===== config.mk =====
export PLATFORM = sky130hd
export DESIGN_NAME = sdiv_seq_flat
export DESIGN_NICKNAME = d
export VERILOG_FILES = /design/src/rtl/sdiv_seq_if.sv /design/src/rtl/sdiv_seq.sv /design/src/flat_wrapper.sv
export SDC_FILE = /design/constraint.sdc
export NUM_CORES = 1
export LEC_CHECK = 0
export ABC_AREA = 1
export CAP_MARGIN = 5
export CORE_UTILIZATION = 48
export DETAILED_ROUTE_END_ITERATION = 10
export GPL_TIMING_DRIVEN = 1
export PLACE_DENSITY_LB_ADDON = 0.1
export SLEW_MARGIN = 20
export SYNTH_ARGS = -nofsm -noshare
export SYNTH_HDL_FRONTEND = slang
export SYNTH_SLANG_ARGS = --single-unit
export TNS_END_PERCENT = 1

===== constraint.sdc =====
create_clock -name clk -period 9.9 [get_ports clk]
set_clock_uncertainty 0.2 [all_clocks]
set_input_delay 0.99 -clock clk [delete_from_list [all_inputs] [get_ports clk]]
set_output_delay 0.99 -clock clk [all_outputs]
set_load 0.01 [all_outputs]

===== src/rtl/sdiv_seq_if.sv =====
// sdiv_seq_if -- operand/result handshake bundle for the sequential signed divider.
//
// Signals:
//   in_valid  : operand pair a/b is valid (master -> divider)
//   in_ready  : divider can accept an operand pair (divider -> master)
//   a, b      : signed dividend / divisor (master -> divider)
//   out_valid : q/r/dbz hold a valid result (divider -> master)
//   out_ready : consumer accepts the result (master -> divider)
//   q, r      : signed quotient / remainder (divider -> master)
//   dbz       : divide-by-zero flag for the current result (divider -> master)
//
// Modports: master = requester/consumer side, slave = the divider.
interface sdiv_seq_if #(
    parameter int DATAWIDTH = 64
);
    logic                        in_valid;
    logic                        in_ready;
    logic signed [DATAWIDTH-1:0] a;
    logic signed [DATAWIDTH-1:0] b;
    logic                        out_valid;
    logic                        out_ready;
    logic signed [DATAWIDTH-1:0] q;
    logic signed [DATAWIDTH-1:0] r;
    logic                        dbz;

    modport master (
        output in_valid, a, b, out_ready,
        input  in_ready, out_valid, q, r, dbz
    );

    modport slave (
        input  in_valid, a, b, out_ready,
        output in_ready, out_valid, q, r, dbz
    );
endinterface


===== src/rtl/sdiv_seq.sv =====
// sdiv_seq -- multi-cycle signed integer divider (restoring shift-subtract).
//
// Ports:
//   clk : clock, all state changes on the rising edge
//   rst : synchronous active-low reset
//   bus : sdiv_seq_if.slave -- in_valid/in_ready/a/b operand handshake,
//         out_valid/out_ready/q/r/dbz result handshake
//
// One operand pair is in flight at a time. An accepted pair is divided on
// magnitudes, one quotient bit per cycle for DATAWIDTH cycles, then the
// signs are applied: quotient truncates toward zero, remainder takes the
// dividend's sign. A zero divisor bypasses the iteration and returns
// q = -1, r = a, dbz = 1 one edge after accept.
module sdiv_seq #(
    parameter int DATAWIDTH = 64
) (
    input logic       clk,
    input logic       rst,
    sdiv_seq_if.slave bus
);

    localparam int CW = $clog2(DATAWIDTH + 1);

    typedef enum logic [1:0] {
        IDLE = 2'd0,
        CALC = 2'd1,
        DONE = 2'd2
    } state_t;

    state_t                 state;
    logic [CW-1:0]          cnt;

    // Unsigned magnitudes. The most-negative operand still fits, since its
    // magnitude 2^(W-1) is representable as a W-bit unsigned value.
    logic [DATAWIDTH-1:0]   quo;     // dividend bits shift out, quotient bits shift in
    logic [DATAWIDTH-1:0]   dvs;     // divisor magnitude
    logic [DATAWIDTH-1:0]   rem;     // partial remainder, always < dvs
    logic                   neg_q;
    logic                   neg_r;

    logic [DATAWIDTH:0]     rem_sh;
    logic [DATAWIDTH:0]     diff;
    logic [DATAWIDTH-1:0]   rem_nx;
    logic [DATAWIDTH-1:0]   quo_nx;

    function automatic logic [DATAWIDTH-1:0] mag(input logic signed [DATAWIDTH-1:0] x);
        logic [DATAWIDTH-1:0] ux;
        ux = $unsigned(x);
        return x[DATAWIDTH-1] ? (~ux + 1'b1) : ux;
    endfunction

    function automatic logic signed [DATAWIDTH-1:0] apply_sign(input logic [DATAWIDTH-1:0] m,
                                                               input logic neg);
        return neg ? $signed(~m + 1'b1) : $signed(m);
    endfunction

    // One restoring step. rem < dvs <= 2^(W-1), so rem_sh < 2^W and the top
    // bit of diff is a clean borrow flag.
    always_comb begin
        rem_sh = {rem, quo[DATAWIDTH-1]};
        diff   = rem_sh - {1'b0, dvs};
        rem_nx = diff[DATAWIDTH] ? rem_sh[DATAWIDTH-1:0] : diff[DATAWIDTH-1:0];
        quo_nx = {quo[DATAWIDTH-2:0], ~diff[DATAWIDTH]};
    end

    always_ff @(posedge clk) begin
        if (!rst) begin
            state         <= IDLE;
            cnt           <= '0;
            bus.q         <= '0;
            bus.r         <= '0;
            bus.dbz       <= 1'b0;
            bus.out_valid <= 1'b0;
            bus.in_ready  <= 1'b1;
        end else begin
            case (state)
                IDLE: begin
                    if (bus.in_valid) begin
                        bus.in_ready <= 1'b0;
                        if (bus.b == '0) begin
                            bus.q         <= '1;
                            bus.r         <= bus.a;
                            bus.dbz       <= 1'b1;
                            bus.out_valid <= 1'b1;
                            state         <= DONE;
                        end else begin
                            quo   <= mag(bus.a);
                            dvs   <= mag(bus.b);
                            rem   <= '0;
                            neg_q <= bus.a[DATAWIDTH-1] ^ bus.b[DATAWIDTH-1];
                            neg_r <= bus.a[DATAWIDTH-1];
                            cnt   <= '0;
                            state <= CALC;
                        end
                    end
                end
                CALC: begin
                    quo <= quo_nx;
                    rem <= rem_nx;
                    cnt <= cnt + 1'b1;
                    if (cnt == CW'(DATAWIDTH - 1)) begin
                        bus.q         <= apply_sign(quo_nx, neg_q);
                        bus.r         <= apply_sign(rem_nx, neg_r);
                        bus.dbz       <= 1'b0;
                        bus.out_valid <= 1'b1;
                        state         <= DONE;
                    end
                end
                DONE: begin
                    if (bus.out_ready) begin
                        bus.out_valid <= 1'b0;
                        bus.in_ready  <= 1'b1;
                        state         <= IDLE;
                    end
                end
                default: begin
                    state         <= IDLE;
                    bus.out_valid <= 1'b0;
                    bus.in_ready  <= 1'b1;
                end
            endcase
        end
    end

endmodule


===== src/flat_wrapper.sv =====
// flat-port wrapper written by rule: the top's interface ports become plain ports
module sdiv_seq_flat 
#(
    parameter int DATAWIDTH = 64
)
  (clk, rst, bus_in_valid, bus_a, bus_b, bus_out_ready, bus_in_ready, bus_out_valid, bus_q, bus_r, bus_dbz);
  sdiv_seq_if #(.DATAWIDTH(DATAWIDTH)) bus_i ();
  input logic clk;
  input logic rst;
  input wire logic [$bits(bus_i.in_valid)-1:0] bus_in_valid;
  input wire logic [$bits(bus_i.a)-1:0] bus_a;
  input wire logic [$bits(bus_i.b)-1:0] bus_b;
  input wire logic [$bits(bus_i.out_ready)-1:0] bus_out_ready;
  output wire logic [$bits(bus_i.in_ready)-1:0] bus_in_ready;
  output wire logic [$bits(bus_i.out_valid)-1:0] bus_out_valid;
  output wire logic [$bits(bus_i.q)-1:0] bus_q;
  output wire logic [$bits(bus_i.r)-1:0] bus_r;
  output wire logic [$bits(bus_i.dbz)-1:0] bus_dbz;
  assign bus_i.in_valid = bus_in_valid;
  assign bus_i.a = bus_a;
  assign bus_i.b = bus_b;
  assign bus_i.out_ready = bus_out_ready;
  assign bus_in_ready = bus_i.in_ready;
  assign bus_out_valid = bus_i.out_valid;
  assign bus_q = bus_i.q;
  assign bus_r = bus_i.r;
  assign bus_dbz = bus_i.dbz;
  sdiv_seq #(.DATAWIDTH(DATAWIDTH)) u_core (.clk(clk), .rst(rst), .bus(bus_i));
endmodule

# --- After elaboration in Yosys (flattened, before gate mapping) ---
# Cells that the tools add are included.
# Widths: inputs -> output; s select.
totals:
  regBits: 334
  mem_count: 0
  latch_bits: 0
  ram_bits: 0
  mem_bits_ro: 0
classes:
  n_reduce_logical: 10
  muxes: 37
  n_lt_le_gt_ge: 0
  div: 0
  bitwise_logic: 8
  add_sub_neg: 6
  multipliers: 0
  shifts: 0
  n_eq_ne: 8
ops:
  columns: ["op", "n"]
  rows:
  - ["$mux 64", 14]
  - ["$pmux 64 s2", 4]
  - ["$add 64x1->64 const B", 4]
  - ["$not 64->64", 4]
  - ["$sub 65x64->65", 1]
  - ["$logic_not 64->1", 1]
  - ["$mux 63", 1]
  - ["$reduce_and 4->1", 4]
  - ["$mux 7", 2]
  - ["$pmux 7 s2", 1]
  - ["$reduce_and 3->1", 3]
  - ["$mux 2", 4]
  - ["$add 7x1->7 const B", 1]
  - ["$eq 7x6->1 const B", 1]
  - ["$mux 1", 7]
  - ["$ne 2x2->1 const B", 3]
  - ["$pmux 1 s3", 2]
  - ["$pmux 2 s3", 1]
  - ["$ne 2x1->1 const B", 2]
  - ["$not 1->1", 3]
  - ["$eq 2x1->1 const B", 1]
  - ["$eq 2x2->1 const B", 1]
  - ["$logic_not 2->1", 1]
  - ["$pmux 1 s2", 1]
  - ["2 further kinds", 2]

# --- Logic depth before layout (Yosys ltp) ---
logic_depth:
  word_depth: 7
  ltp_mapped: 36
  mapped_depth_nobuf: 33

# --- Worst setup path after synthesis ---
# No wires, ideal clock.
synth_path:
  path_type: "input port to flip-flop"
  start: "in bus_b[0]"
  end: "reg u_core.quo[0], enable pin"
  arrival_ps: 7136
  setup_slack_ps: 1947
  stages: 11
  cell_sequence: "inv_1 > ha_1 > nand2_1 > nor2_1 > nand3_1 > nor3_1 > nand3_1 > nor2_1 > nand2_1 > nand3_1 > nor2_1"
synth_between:
  elab_chain_cells: 3
synth_lines:
  columns: ["element", "line_no", "text"]
  rows:
  - ["start, declared", "flat_wrapper.sv:12", "input wire logic [$bits(bus_i.b)-1:0] bus_b;"]
  - ["$logic_not 64->1", "sdiv_seq.sv:80", "if (bus.b == '0) begin"]
  - ["$ne 2x2->1 (no line)", null, null]
  - ["$reduce_and 4->1 (no line)", null, null]
  - ["end signal, assigned", "sdiv_seq.sv:87", "quo <= mag(bus.a);"]
  - ["end signal, assigned", "sdiv_seq.sv:98", "quo <= quo_nx;"]
  - ["end, declared", "sdiv_seq.sv:35", "logic [DATAWIDTH-1:0] quo;"]
# No other way between the ends.
# A chain may end at the register's enable or synchronous reset.

# --- Worst setup path in the final report ---
layout_path:
  start: "reg u_core.quo[63]"
  end: "reg u_core.bus.q[60]"
layout_between:
  elab_chain_cells: 7
layout_lines:
  columns: ["element", "line_no", "text"]
  rows:
  - ["$sub 65x64->65", "sdiv_seq.sv:61", "diff = rem_sh - {1'b0, dvs};"]
  - ["$not 1->1", "sdiv_seq.sv:63", "quo_nx = {quo[DATAWIDTH-2:0], ~diff[DATAWIDTH]};"]
  - ["$not 64->64", "sdiv_seq.sv:54", "return neg ? $signed(~m + 1'b1) : $signed(m);"]
  - ["$add 64x1->64", "sdiv_seq.sv:54", null]
  - ["$mux 64", "sdiv_seq.sv:54", null]
  - ["$mux 64", "sdiv_seq.sv:101", "if (cnt == CW'(DATAWIDTH - 1)) begin"]
  - ["$pmux 64 s2", "sdiv_seq.sv:76", "case (state)"]
  - ["end signal, assigned", "sdiv_seq.sv:102", "bus.q <= apply_sign(quo_nx, neg_q);"]
  - ["end, declared", "sdiv_seq_if.sv:33", "output in_ready, out_valid, q, r, dbz"]
# No other way between the ends. The select of a mux whose other input is x is not followed.

==> results by group <==
Setup path
  – Crit. Startpoint: u_core.quo[63]
  – CP required: 10,140 ps
  – Crit-path most repeated cell: nand2_1
  – FF-to-FF Start: u_core.quo[63]
  – CP max-delay cell: fa_1
  – WS Path Type: register to register
  – Crit-path max cell delay: between 400 and 500 ps
  – Setup slack, reg-to-reg: a little under 4000 ps
  – CP Launch Type: register
  – WP data arrival: 6180 ps
  – Crit Path Max Fanout: 81
  – R2R Path End: u_core.bus.q[60]
  – Worst Reg-to-Reg Cells: 32
  – Worst Setup End Kind: register

Floorplan
  – Core area: 55,000 um2
  – Die area: between 50,000 and 60,000 um2
  – Std cell rows: 86
  – I/O Pins: 263
  – Die Ht: ~240 um
  – Initial Util: 0.485
  – Die W: 238 um

Route
  – Routed len/inst: 19.2 um
  – DR DRC count: 0
  – Routed via count: 28,300
  – Final wirelength: 98.2 mm
  – Iteration count of the initial detailed-routing pass: 6
  – Vias per inst: 5.52
  – Antenna Nets Post-Route: 0
  – First DRT Iteration DRCs: 2,968

Finish
  – Core Util, Final: 0.567
  – Most frequent cells in the layout: nand2_1, inv_1, nor2_1, clkdlybuf4s50_1, nand3_1
  – Most common cell after layout, fill and taps aside: nand2_1
  – Area grow syn2layout: 17.0%
  – Non-Filler Instances: 5,121
  – Final nets: 4,542
  – Design Area, Final: 31,200 um2
  – Share of layout cells above drive strength 1: 0.0553
  – Diode count: 0

Placed design
  – DP Worst Slack: 4100 ps
  – Detailed placement HPWL: 77.6 mm
  – Final Wtd Congestion: 1.01
  – Dpl cell area: 29,900 um2
  – Input/output buffers: between 200 and 300
  – Inst Count DP: 5,045

Clock network
  – CTS max path bufs: 3
  – CTS sink cnt: roughly 330
  – Clk Latency, worst-skew pair: about 590 ps
  – CTS Buf Count: 41
  – Hold_buf cts: 0
  – PostCTS Resize Cnt: 0
  – CTS tree: yes
  – Setup Buffers After CTS: 0
  – Root buffer cell: clkbuf_16
  – H-Tree Depth: 2
  – Reg clk slew, reported paths: 60 ps

STA
  – Worst-Margin Slew: 1010 ps
  – Post-route minimum period: 5940 ps
  – Post-route setup slack: 3960 ps
  – Final Hold Fails: 0
  – Period utilization: 0.600
  – Hold slack: 236 ps
  – FMAX: 0.168 GHz
  – Setup TNS: 0 ps
  – Max-slew violation count: 0
  – Max-slew headroom: 0.327
  – RSZ-0062 raised after global routing: no
  – Final-report setup violation count: 0

Synth
  – Post-synth EDFFs: 194
  – Synth warn: 0
  – Post-Synthesis Net Count: 4,336
  – Yosys reg bits: 334
  – Cell Area, Synth: 26,700 um2
  – Synth Instances: between 4,000 and 5,000
  – Synth Flop Type: edfxtp_1
  – Avg Synthesized Cell Area: between 6 and 7 um2
  – Ys async rst share: 0
  – Synth unique cells: 66
  – Post-synthesis sequential area ratio: 0.323

Hold path
  – Hold Path Class: register to register
  – Hold-critical path endpoint: u_core.cnt[6]
  – Worst hold stages: 1
  – Hold Startpoint: u_core.cnt[6]

Global route
  – Vias in the first global route: 26,200
  – Initial antenna violation count: 1
  – Grt ovf: 0
  – Global-route wire length before repair: 150 mm
  – Pin count of the biggest net entering global routing: roughly 100
  – Gr usage total: 0.345

Pwr
  – Leakage: around 14 nW
  – Power density over the cells: 171 nW/um2
  – Worst ir drop on vdd: approximately 0.15 mV
  – Total power: 5.34 mW

Flow run
  – Max cap viols: 0

Status
  – Outcome: completed
-- where the power goes --
group / internal, mW / switching (mW)
sequential: 1.67 / 0.137
clock: 0.889 / 0.635
combinational: 0.666 / 1.34
-- critical path: cells and delay by family, from the launching register on --
family                   cells  cell delay [ps]
AND/OR/NAND/NOR             21             3140
adder cells (fa/ha/maj)      3              930
AO/OA/AOI/OAI                6              880
flip-flops                   1              400
buffers and inverters        2              190
-- per-layer routing --
metal,vias to the layer above,track usage,part of all wire
li1,13900,-,-
met1,13000,0.470,0.43
met2,1245,0.564,0.46
met3,159,0.0474,0.085
met4,2,0.109,0.031
met5,-,0,0.00013
-- state kept, by name, summed over array words and instances (netlist names), 2 cells and up --
register	cells
u_core.state	2
u_core.bus.r	64
u_core.cnt	7
u_core.rem	64
u_core.dvs	64
u_core.quo	64
u_core.bus.q	64
-- cells by family after synthesis --
family / Yosys count / share of synthesized area
compound gates: 654 / 0.143
xor+xnor: 95 / 0.0312
fa+ha+maj: 70 / 0.0331
buf+inv: 755 / 0.111
flops: 334 / 0.323
simple gates: 2226 / 0.358
-- cell usage after synthesis (7+ instances only) --
master,n,share of area
nor3_2,9,0.0034
nand2_1,1088,0.15
a21oi_2,7,0.0023
xnor2_1,35,0.011
a31oi_1,40,0.0094
ha_1,69,0.032
a22oi_1,14,0.0039
dfxtp_1,140,0.11
xor2_1,60,0.020
nor2_4,9,0.0038
nand4_1,50,0.012
buf_1,21,0.0030
nor3_1,78,0.015
clkbuf_1,78,0.011
edfxtp_1,194,0.22
o221ai_1,23,0.0076
o21ai_2,7,0.0023
or2_2,13,0.0030
o211ai_1,30,0.0084
a21oi_1,206,0.039
o31ai_1,19,0.0053
nand3b_1,26,0.0073
inv_2,17,0.0024
o21ai_1,22,0.0041
buf_2,10,0.0019
nor2_2,21,0.0049
nand2_2,43,0.010
o21bai_1,19,0.0053
nor2_1,578,0.081
o21ai_0,234,0.044
inv_1,611,0.086
buf_6,8,0.0034
nor4_1,35,0.0082
nand3_1,249,0.047
-- final cells by class --
class	count	area, um2
flip-flops and latches	334	8630
fillers	5581	23800
clock buffers	62	1240
multi-input cells	3045	15100
inverters	631	2370
well taps	748	936
repair buffers	287	2810
clock inverters	14	105
-- worst max-delay path by stage --
| stage | to | slack [ps] | cells after the start |
|---|---|---|---|
| after detailed placement | u_core.bus.q[60] | 4100 | 32 |
| after global routing | u_core.bus.q[60] | 3260 | 32 |
| after CTS | u_core.bus.q[60] | 4060 | 32 |
| final | u_core.bus.q[60] | 3960 | 32 |
| after floorplan | u_core.quo[0] | 1950 | 11 |
| after global placement | u_core.bus.q[60] | 4240 | 32 |
No activity file was read; power rests on OpenSTA's default activity.
